$ cat src/rtl/input_conditioner_defs.sv
// Shared constants and parameter-normalising helpers for the input conditioner.
package input_conditioner_defs;

  localparam int unsigned MIN_SYNC_STAGES  = 2;
  localparam int unsigned DEBOUNCE_SWITCH  = 50000;
  localparam int unsigned DEBOUNCE_DIGITAL = 1;

  function automatic int unsigned eff_sync_stages(input int unsigned stages);
    return (stages < MIN_SYNC_STAGES) ? MIN_SYNC_STAGES : stages;
  endfunction

  function automatic int unsigned eff_debounce(input int unsigned cycles);
    return (cycles == 0) ? 1 : cycles;
  endfunction

endpackage

$ cat src/rtl/input_conditioner_ch.sv
// One conditioner channel: synchroniser, debounce counter, edge pulses and
// sticky interrupt-pending bit.
module input_conditioner_ch
  import input_conditioner_defs::*;
#(
  parameter int unsigned SYNC_STAGES     = 2,
  parameter int unsigned CNT_W           = 16,
  parameter int unsigned DEBOUNCE_CYCLES = 1,
  parameter logic        INIT_VALUE      = 1'b0
) (
  input  logic clk,
  input  logic nreset,
  input  logic din,
  input  logic irq_mask,
  input  logic irq_edge,
  input  logic irq_clear,
  output logic dout,
  output logic rise,
  output logic fall,
  output logic irq_pending
);

  localparam int unsigned      STAGES = eff_sync_stages(SYNC_STAGES);
  localparam logic [CNT_W-1:0] LAST   = CNT_W'(eff_debounce(DEBOUNCE_CYCLES) - 1);

  logic [STAGES-1:0] sync;
  logic              s;
  logic [CNT_W-1:0]  cnt;
  logic [CNT_W-1:0]  cnt_next;
  logic              dout_next;
  logic              rise_next;
  logic              fall_next;
  logic              set;

  assign s = sync[STAGES-1];

  always_comb begin
    dout_next = dout;
    cnt_next  = '0;
    if (s != dout) begin
      if (cnt == LAST) dout_next = s;
      else             cnt_next  = cnt + CNT_W'(1);
    end
  end

  assign rise_next = dout_next & ~dout;
  assign fall_next = ~dout_next & dout;
  // A set in the same cycle as a clear wins so no event is dropped.
  assign set       = irq_mask & (irq_edge ? rise_next : fall_next);

  always_ff @(posedge clk or negedge nreset) begin
    if (!nreset) begin
      sync        <= {STAGES{INIT_VALUE}};
      dout        <= INIT_VALUE;
      cnt         <= '0;
      rise        <= 1'b0;
      fall        <= 1'b0;
      irq_pending <= 1'b0;
    end else begin
      sync        <= {sync[STAGES-2:0], din};
      dout        <= dout_next;
      cnt         <= cnt_next;
      rise        <= rise_next;
      fall        <= fall_next;
      irq_pending <= set | (irq_pending & ~irq_clear);
    end
  end

endmodule

$ cat src/rtl/input_conditioner.sv
// N-channel input conditioner: per-channel sync/debounce/edge/pending logic
// plus the masked interrupt OR-reduction.
module input_conditioner
  import input_conditioner_defs::*;
#(
  parameter int unsigned          CHANNELS        = 8,
  parameter int unsigned          SYNC_STAGES     = 2,
  parameter int unsigned          CNT_W           = 16,
  parameter int unsigned          DEBOUNCE_CYCLES = 1,
  parameter logic [CHANNELS-1:0]  INIT_VALUE      = '0
) (
  input  logic                clk,
  input  logic                nreset,
  input  logic [CHANNELS-1:0] din,
  input  logic [CHANNELS-1:0] irq_mask,
  input  logic [CHANNELS-1:0] irq_edge,
  input  logic [CHANNELS-1:0] irq_clear,
  output logic [CHANNELS-1:0] dout,
  output logic [CHANNELS-1:0] rise,
  output logic [CHANNELS-1:0] fall,
  output logic [CHANNELS-1:0] irq_pending,
  output logic                irq
);

  for (genvar i = 0; i < CHANNELS; i++) begin : g_ch
    input_conditioner_ch #(
      .SYNC_STAGES     (SYNC_STAGES),
      .CNT_W           (CNT_W),
      .DEBOUNCE_CYCLES (DEBOUNCE_CYCLES),
      .INIT_VALUE      (INIT_VALUE[i])
    ) u_ch (
      .clk         (clk),
      .nreset      (nreset),
      .din         (din[i]),
      .irq_mask    (irq_mask[i]),
      .irq_edge    (irq_edge[i]),
      .irq_clear   (irq_clear[i]),
      .dout        (dout[i]),
      .rise        (rise[i]),
      .fall        (fall[i]),
      .irq_pending (irq_pending[i])
    );
  end

  assign irq = |(irq_pending & irq_mask);

endmodule
$ cat config.mk
export PLATFORM = sky130hd
export DESIGN_NAME = input_conditioner
export DESIGN_NICKNAME = d
export VERILOG_FILES = /design/src/rtl/input_conditioner_defs.sv /design/src/rtl/input_conditioner_ch.sv /design/src/rtl/input_conditioner.sv
export SDC_FILE = /design/constraint.sdc
export NUM_CORES = 1
export LEC_CHECK = 0
export CORE_MARGIN = 8
export CORE_UTILIZATION = 36
export CTS_BUF_LIST = sky130_fd_sc_hd__clkbuf_8
export CTS_CLUSTER_DIAMETER = 30
export CTS_CLUSTER_SIZE = 12
export DETAILED_ROUTE_END_ITERATION = 8
export GPL_ROUTABILITY_DRIVEN = 0
export PLACE_DENSITY = 0.53
export SYNTH_ARGS = -nofsm -noshare
export SYNTH_HDL_FRONTEND = slang
export SYNTH_SLANG_ARGS = --single-unit
$ cat constraint.sdc
create_clock -name clk -period 2.39 [get_ports clk]
set_input_delay 0.717 -clock clk [delete_from_list [all_inputs] [get_ports clk]]
set_output_delay 0.717 -clock clk [all_outputs]
set_load 0.02 [all_outputs]
======== Word-level counts from Yosys, hierarchy flattened ========
Index checks and enable logic that the tools add are counted.
storage, ports and cells
  flip-flop bits (word level) ............. 176
  input port bits ......................... 34
  output and inout port bits .............. 33
  logic and storage cells ................. 178
cells by class
  $add $sub $neg .......................... 8
  equal/unequal tests ..................... 8
  mux-type cells .......................... 40
  bitwise logic cells ..................... 65
  reduce and logical (&&, ||, !) cells .... 9
operator list
  kind                   number
  $mux 16                16
  $add 16x1->16 const B  8
  $logic_not 16->1       8
  $and 1x1->1            32
  $mux 1                 24
  $not 1->1              24
  $and 8x8->8            1
  $ne 1x1->1             8
  $or 1x1->1             8
  $reduce_or 8->1        1

======== Longest topological paths before layout ========
Gate-level depths: netlist (run 1).
  depth after elaboration ................. 8
  gate-level depth with buffers ........... 7
  depth with buffers taken out ............ 6

======== By module ========
From an unflattened synthesis (run 1), not the netlist that was laid out.
unflattened totals
  cells, all modules ...................... 797
  area total of the unflattened synthesis .. 8394.3 um^2
modules (own cells, without submodules)
  module                instances  cells each  area each (um^2)  sequential area each (um^2)
  input_conditioner_ch  8          99          1044.8            550.5
  input_conditioner     1          5           36.3              0.0

======== Worst setup path before layout (run 1) ========
Ideal clock, no wire load.
  path type ............................... input port to output port
  from .................................... in irq_mask[1]
  to ...................................... out irq
  data arrival time ....................... 1113 ps
  required time ........................... 1673 ps
  slack ................................... 560 ps
  stages on the path ...................... 2
  path buffers ............................ 0
  path through ............................ a22oi_1 > nand4_1
between the ends
  word-level cells in the longest chain between the ends .. 2
RTL lines
  what                RTL line                 RTL
  start: declaration  input_conditioner.sv:15  input logic [CHANNELS-1:0] irq_mask,
  $and 8x8->8         input_conditioner.sv:45  assign irq = |(irq_pending & irq_mask);
  $reduce_or 8->1     input_conditioner.sv:45
  end: declaration    input_conditioner.sv:22  output logic irq
Every way passes these cells.

======== Final worst setup path (run 1) ========
  from .................................... in irq_mask[3]
  to ...................................... out irq
The elaborated chain is that of the path after synthesis.

==> qor.csv, run 1 <==
metric;value;unit
timing.fmax;430;MHz
leakagePower;0.00369;µW
die_area;28100;µm²
synth_top_family_by_area;simple AND/OR/NAND/NOR gates;
cts_root_buf;clkbuf_8;
critPathKind;input port to primary output;
coreArea;22600;µm²
start_kind;input port;
period_share;0.972;
synth_area_leader_cell;dfrtp_1;
synth_edf_count;0;
critPathArrivalTime;1.61;ns
dp_hpwl;11500;µm
hold_viol_final;0;
async_flop_share;1.00;
synth_nets;874;
grt-ovfl-total;0;
wl;16500;µm
netlist.area_leader.share;0.532;
start_util;0.366;
grt_pass1_vias;5771;
min_period;2.32;ns
clk_pin_slew;0.09;ns
dpl-instance-area;9160;µm²
outcome;finished clean;
ios;67;
area_growth;15.6;%
endpoint_kind;primary output;
ys_seq_area_frac;0.532;
utilization;0.423;
cts_tree;done;
synthSimpleGateAreaFrac;0.235;
dp_slack;-0.600;ns
wl_met2;7670;µm
synthAdderAreaFrac;0.0242;
synth.area.mux_share;0.0109;
clock-sinks;176;
power_density;576;nW/µm²
synth.cell_area;8290;µm²
wl_met3;468;µm
ys_seq_elements;176;
max_cap_violations;0;
design_area;9580;µm²
hold_ws;0.223;ns
drive_gt1_frac;0.0714;
crit_fanout;2;
dpl.cell_count;1149;
antenna_cells;0;
cts_made_buffers;17;
drtPass1Iterations;4;
num_rows;55;
ant_nets;0;
crit_slowest_cell;dlygate4sd2_1;
cp.required;1.67;ns
setup_viol;0;
final-max-slew-violation-count;0;
avgSynthCellArea;10.1;µm²
synth_compound_area_frac;0.0184;
min_path_type;input port to async pin;
drc;0;
ys_types;30;
drt-met1-wl;8180;µm
worst_pin_slew;0.515;ns
skew;0.0142;ns
die_h;168;µm
final_nets;933;
wl_per_cell;14.0;µm
critPathMaxStageDelay;0.25;ns
drtIter0Drc;328;
top_layer;met4;
ys_top_cells_by_area;dfrtp_1, xnor2_1, nor2_1;
clk_path_buf_depth;2;
cp_cell_sequence;dlygate4sd2_1 > a22oi_1 > buf_4 > nand4_1 > buf_6;
grt.total_usage;0.124;
grt_max_degree;54;
max_slew_margin;0.656;
dieWidth;168;µm
layout.cells.non_filler;1181;
timing.final.ws_setup;0.0658;ns
ys_warn_count;0;
cts_max_level;4;
antenna_found_initial;0;
portBuffers;66;
rsz0062_at_grt;yes;
clock_latency;0.45;ns
grt_pass1_wl;29100;µm
ir_worst_vdd;0.000346;V
synth-xor-area-share;0.125;
num_vias;5728;
syn_inst;824;
viasPerCell;4.85;
cts_setup_buffers;0;
ys.flop_type;dfrtp_1;
stage by stage:
| stage | setup TNS (ns) | power, µW |
|---|---|---|
| 2_1_floorplan | 0 | 3260 |
| 3_3_place_gp | -0.585 | 3470 |
| 3_5_place_dp | -0.600 | 3470 |
| 4_1_cts | 0 | 5640 |
| 5_1_grt | -0.0115 | 5780 |
| 6_report | 0 | 5520 |
area by class of cell:
cell class	count	area, µm²
clock buffer	21	289
fill	2210	13100
tap	285	357
timing repair buffer	82	802
sequential	176	4400
inverter	43	161
clock inverter	11	130
multi-input combinational	563	3440
routing by layer:
layer,vias to the layer above,GRT usage
met3,13,0.0308
li1,2896,-
met5,-,0
met1,2746,0.164
met4,0,0.0361
met2,73,0.199
report_power, final:
group          leakage (µW)  switching [µW]  internal [µW]
sequential          0.00238            38.3           3020
combinational       0.00111             176            161
clock              0.000201            1080           1050
synth_stat cells, types with 26 or more instances:
cell	n
nor2_1	144
inv_1	43
nor4_1	52
buf_4	33
nand2_1	49
xnor2_1	92
nand3_1	43
dfrtp_1	176
xor2_1	26
nand4_1	32
nor3_1	32
flip-flops by register name, summed over array words and instances, names as in the netlist:
signal	count
g_ch.u_ch.fall	8
g_ch.u_ch.irq_pending	8
g_ch.u_ch.sync	16
g_ch.u_ch.dout	8
g_ch.u_ch.rise	8
g_ch.u_ch.cnt	128
worst max-delay path, delay by kind of cell:
family / cells / cell delay (ns)
AO/OA/AOI/OAI: 1 / 0.17
buffers and inverters: 3 / 0.57
AND/OR/NAND/NOR: 1 / 0.15
kinds of logic (layout without fill, tap and decap cells):
| logic type | after synthesis | count (layout) |
|---|---|---|
| simple gates | 397 | 397 |
| fa+ha+maj | 16 | 16 |
| flops | 176 | 176 |
| buf+inv | 85 | 157 |
| mux | 8 | 8 |
| compound gates | 24 | 24 |
| xor+xnor | 118 | 118 |
final timing paths:
kind | slack, ns | startpoint | depth (start not counted) | to
setup / recovery | 0.07 | irq_mask[3] | 5 | irq
hold / removal | 0.22 | nreset | 1 | g_ch[5].u_ch.sync[1]$_DFF_PN0_
setup reg to reg | 0.53 | g_ch[3].u_ch.cnt[0]$_DFF_PN0_ | 6 | g_ch[3].u_ch.cnt[11]$_DFF_PN0_
hold reg to reg | 0.35 | g_ch[7].u_ch.sync[0]$_DFF_PN0_ | 0 | g_ch[7].u_ch.sync[1]$_DFF_PN0_
max in group asynchronous | 1.54 | nreset | 2 | g_ch[7].u_ch.cnt[13]$_DFF_PN0_
min in group clk | 0.35 | g_ch[7].u_ch.sync[0]$_DFF_PN0_ | 0 | g_ch[7].u_ch.sync[1]$_DFF_PN0_
what timing repair did:
action                                 4_1_cts  5_1_grt
pin swaps                                    5        5
gates resized for setup                     16        1
hold buffers                                 0        0
endpoints found under the hold margin        0        0
setup endpoints to repair                    1        1
layout by cell type, fill, tap and decap left out, types with 2 or more instances in the layout:
master	synthesis	layout
bufinv_16	0	2
buf_4	33	14
xor2_1	26	26
dfrtp_1	176	176
clkinv_4	0	3
nand3_1	43	43
nand2b_1	8	8
xnor2_1	92	92
dlygate4sd2_1	0	7
o22ai_1	16	16
nand2_1	49	49
nor3b_1	15	15
nor3_1	32	32
clkinvlp_4	0	4
a21oi_1	2	2
ha_1	16	16
nor4_1	52	52
a22oi_1	4	2
a22oi_2	0	2
and4_1	3	3
and3_1	12	12
nand4_2	2	2
clkdlybuf4s50_1	0	56
inv_1	43	43
nand4_1	32	32
buf_12	0	2
nor2_1	144	144
clkbuf_8	0	22
mux2_2	8	8
Note: power is estimated with default switching activity, not from simulation.
==> run 2, diff against run 1 <==
--- a/config.mk
+++ b/config.mk
@@ -12,6 +12,7 @@
 export CTS_CLUSTER_SIZE = 12
 export DETAILED_ROUTE_END_ITERATION = 8
 export GPL_ROUTABILITY_DRIVEN = 0
+export GPL_TIMING_DRIVEN = 0
 export PLACE_DENSITY = 0.53
 export SYNTH_ARGS = -nofsm -noshare
 export SYNTH_HDL_FRONTEND = slang
==> constraint.sdc (replaced) <==
create_clock -name clk -period 2.39 [get_ports clk]
set_input_delay 0.717 -clock clk [delete_from_list [all_inputs] [get_ports clk]]
set_output_delay 0.717 -clock clk [all_outputs]
set_load 0.01 [all_outputs]
==> qor.csv, run 2 (synthesis gave the netlist of run 1 again) <==
metric;value;unit
cts_made_buffers;17;
outcome;finished clean;
grt.total_usage;0.125;
start_kind;input port;
drive_gt1_frac;0.105;
cp.required;1.67;ns
layout.cells.non_filler;1208;
clk_path_buf_depth;2;
min_period;2.31;ns
design_area;9770;µm²
wl;16600;µm
switching_share;0.235;
p_comb_frac;0.059;
final_cell_mix;dfrtp_1, nor2_1, xnor2_1;
timing.rr.start;g_ch[0].u_ch.cnt[0]$_DFF_PN0_;
dieWidth;168;µm
start_util;0.366;
die_h;168;µm
top_layer;met4;
viasPerCell;4.82;
num_vias;5821;
final-max-slew-violation-count;0;
coreArea;22600;µm²
r2r_end;g_ch[0].u_ch.cnt[8]$_DFF_PN0_;
min_path_type;input port to async pin;
pwr-share-clk;0.393;
switching_power;1310;µW
top_regs;g_ch.u_ch.cnt (128), g_ch.u_ch.sync (16);
drtPass1Iterations;4;
clock-sinks;176;
die_area;28100;µm²
clock_latency;0.46;ns
setup_viol;0;
setup_tns;0;ns
hold_viol_final;0;
wl_met3;553;µm
num_rows;55;
cts_tree;done;
regMostFlops;g_ch.u_ch.cnt;
reg2reg_depth;7;
cts_hold_buf;0;
leakagePower;0.00380;µW
grt_max_degree;113;
portBuffers;66;
ir_worst_vdd;0.000300;V
layout_commonest_cell;dfrtp_1;
rsz0062_at_grt;no;
clk_pin_slew;0.09;ns
crit_fanout;2;
critPathKind;input port to primary output;
timing.fmax;434;MHz
wl_met2;7640;µm
skew;0.0218;ns
ant_nets;0;
max_cap_violations;0;
period_share;0.965;
drt-met1-wl;8280;µm
worst_pin_slew;0.588;ns
dp_hpwl;11400;µm
largest_register_ffs;128;
p_int;4280;µW
max_slew_margin;0.608;
drtIter0Drc;296;
utilization;0.432;
ios;67;
seqPwrFrac;0.547;
critPathArrivalTime;1.59;ns
cts_root_buf;clkbuf_8;
grt-ovfl-total;0;
antenna_cells;0;
area_growth;18.0;%
final_nets;960;
r2r_setup_slack;0.39;ns
endpoint_kind;primary output;
antenna_found_initial;0;
dpl.cell_count;1176;
dpl-instance-area;9340;µm²
drc;0;
grt_pass1_vias;5741;
p_total;5590;µW
power_density;572;nW/µm²
cts_max_level;4;
grt_pass1_wl;29000;µm
wl_per_cell;13.8;µm
[run 2: how the worst max path moves through the flow]
stage,start,slack [ns],endpoint,cells after the start
finish,irq_mask[1],0.08,irq,4
global route,g_ch[5].u_ch.dout$_DFF_PN0_,0.002,dout[5],2
CTS,g_ch[1].u_ch.irq_pending$_DFF_PN0_,0.02,irq_pending[1],2
detailed placement,irq_mask[3],-0.63,irq,4
global placement,nreset,-7.04,g_ch[0].u_ch.cnt[3]$_DFF_PN0_,1
floorplan,irq_mask[1],0.65,irq,2
[run 2: per-layer routing]
metal	global-route usage	vias to the layer above
li1	-	2945
met3	0.0320	10
met2	0.191	66
met1	0.171	2800
met5	0	-
met4	0.0380	0
[run 2: critical path, stage by stage]
cell           delay [ns]
dlygate4sd2_1        0.29
a22oi_2              0.24
nand4_1              0.16
buf_2                0.18
[run 2: per-stage QoR]
stage | worst slack, ns | hold WS [ns]
2_1_floorplan | 0.647 | 0.331
6_report | 0.0843 | 0.186
3_5_place_dp | -0.625 | 0.336
4_1_cts | 0.0189 | 0.179
3_3_place_gp | -7.04 | 0.333
5_1_grt | 0.00209 | 0.193
[run 2: layout make-up]
type / count / area [µm²]
timing repair buffer: 67 / 678
clock inverter: 14 / 180
buffer: 42 / 293
sequential: 176 / 4410
tap: 285 / 357
clock buffer: 18 / 248
inverter: 43 / 161
fill: 2198 / 12900
multi-input combinational: 563 / 3450
[run 2: timing repair]
action	in CTS	in global routing
cloned	0	0
endpoints found under the hold margin	0	0
resized for setup	16	4
setup buffers	0	0
pin swaps	5	1
endpoints found under the setup margin	1	5
[run 2: power groups by stage]
| stage | clock (µW) | combinational (µW) | sequential, µW |
|---|---|---|---|
| floorplan | 0 | 124 | 3110 |
| global placement | 0 | 340 | 3120 |
| detailed placement | 0 | 346 | 3120 |
| CTS | 2290 | 343 | 3060 |
| global route | 2420 | 370 | 3070 |
| finish | 2200 | 331 | 3060 |
==> run 3, diff against run 2 <==
--- a/config.mk
+++ b/config.mk
@@ -5,11 +5,10 @@
 export SDC_FILE = /design/constraint.sdc
 export NUM_CORES = 1
 export LEC_CHECK = 0
-export CORE_MARGIN = 8
 export CORE_UTILIZATION = 36
 export CTS_BUF_LIST = sky130_fd_sc_hd__clkbuf_8
 export CTS_CLUSTER_DIAMETER = 30
-export CTS_CLUSTER_SIZE = 12
+export CTS_CLUSTER_SIZE = 24
 export DETAILED_ROUTE_END_ITERATION = 8
 export GPL_ROUTABILITY_DRIVEN = 0
 export GPL_TIMING_DRIVEN = 0
==> qor.csv, run 3 (synthesis gave the netlist of run 1 again) <==
metric;value;unit
grt_max_degree;111;
final-max-slew-violation-count;0;
design_area;9880;µm²
power_density;621;nW/µm²
drc;0;
endpoint_kind;primary output;
drive_gt1_frac;0.0975;
crit_fanout;2;
ir_worst_vdd;0.000299;V
start_util;0.367;
final_nets;960;
rsz0062_at_grt;no;
grt_pass1_wl;28400;µm
ant_nets;0;
hold_viol_final;0;
portBuffers;66;
antenna_cells;0;
timing.fmax;430;MHz
setup_viol;0;
viasPerCell;4.85;
grt_pass1_vias;5785;
wl_met2;7650;µm
cp.required;1.67;ns
clk_path_buf_depth;2;
grt-ovfl-total;0;
reg2reg_depth;7;
area_growth;19.3;%
leakagePower;0.00389;µW
grt.total_usage;0.149;
wl;16400;µm
top_layer;met4;
cts_made_buffers;17;
die_area;23600;µm²
layout_commonest_cell;dfrtp_1;
cts_root_buf;clkbuf_8;
wl_per_cell;13.6;µm
max_slew_margin;0.598;
hold_ws;0.185;ns
dpl-instance-area;9340;µm²
die_h;154;µm
coreArea;22600;µm²
clock_latency;0.46;ns
max_cap_violations;0;
num_rows;55;
critPathArrivalTime;1.61;ns
r2r_end;g_ch[5].u_ch.cnt[7]$_DFF_PN0_;
cts_max_level;4;
drt-met1-wl;8180;µm
period_share;0.972;
cts_tree;done;
num_vias;5857;
drtPass1Iterations;4;
start_kind;input port;
clock-sinks;176;
clk_pin_slew;0.10;ns
antenna_found_initial;0;
outcome;finished clean;
top_regs;g_ch.u_ch.cnt (128), g_ch.u_ch.sync (16);
worst_pin_slew;0.603;ns
drtIter0Drc;213;
wl_met3;299;µm
timing.rr.start;g_ch[5].u_ch.cnt[0]$_DFF_PN0_;
regMostFlops;g_ch.u_ch.cnt;
dieWidth;154;µm
dp_hpwl;11100;µm
skew;0.0144;ns
r2r_setup_slack;0.36;ns
ios;67;
min_path_type;input port to async pin;
final_cell_mix;dfrtp_1, nor2_1, xnor2_1;
min_period;2.32;ns
largest_register_ffs;128;
critPathKind;input port to primary output;
run 3: what timing repair did:
action                     CTS  global route
pin swaps                    3             1
setup endpoints to repair    1             2
hold buffers                 0             0
setup buffers                0             0
resized for setup           11             2
run 3: area by class of cell:
cell class | count | area [µm²]
fill | 2199 | 12700
sequential | 176 | 4410
multi-input combinational | 563 | 3440
timing repair buffer | 67 | 684
tap | 285 | 357
buffer | 42 | 293
clock buffer | 21 | 289
clock inverter | 11 | 256
inverter | 43 | 161
run 3: per-layer routing:
layer	global-route usage	up-vias
met5	0	-
met4	0.0538	0
met3	0.0304	13
met2	0.236	49
met1	0.201	2845
li1	-	2950
run 3: worst max-delay path, cell delays in order:
cell and delay [ns]:
clkdlybuf4s50_1 0.43, a22oi_1 0.18, nand4_1 0.11, buf_2 0.16
run 3: worst max path at each step:
stage | from | endpoint | cells after the start
floorplan | irq_mask[1] | irq | 2
global placement | nreset | g_ch[5].u_ch.cnt[1]$_DFF_PN0_ | 1
detailed placement | irq_mask[3] | irq | 4
CTS | g_ch[4].u_ch.dout$_DFF_PN0_ | dout[4] | 2
global route | g_ch[0].u_ch.dout$_DFF_PN0_ | dout[0] | 2
finish | irq_mask[1] | irq | 4
run 3: where the power goes:
group / internal (µW) / switching (µW) / leakage [µW]
sequential: 3020 / 39.4 / 0.00238
clock: 1670 / 1080 / 0.000279
combinational: 181 / 145 / 0.00123
run 3: through the flow:
stage | util | total power (µW) | setup TNS (ns) | setup WS (ns) | instances
2_1_floorplan | - | 3230 | 0 | 0.647 | 824
5_1_grt | 0.438 | 6370 | 0 | 0.0116 | 1208
3_5_place_dp | 0.414 | 3460 | -0.632 | -0.632 | 1176
6_report | 0.438 | 6130 | 0 | 0.0668 | 1208
4_1_cts | 0.438 | 6220 | 0 | 0.00756 | 1208
3_3_place_gp | 0.412 | 3460 | -1258.89 | -7.17 | 1175
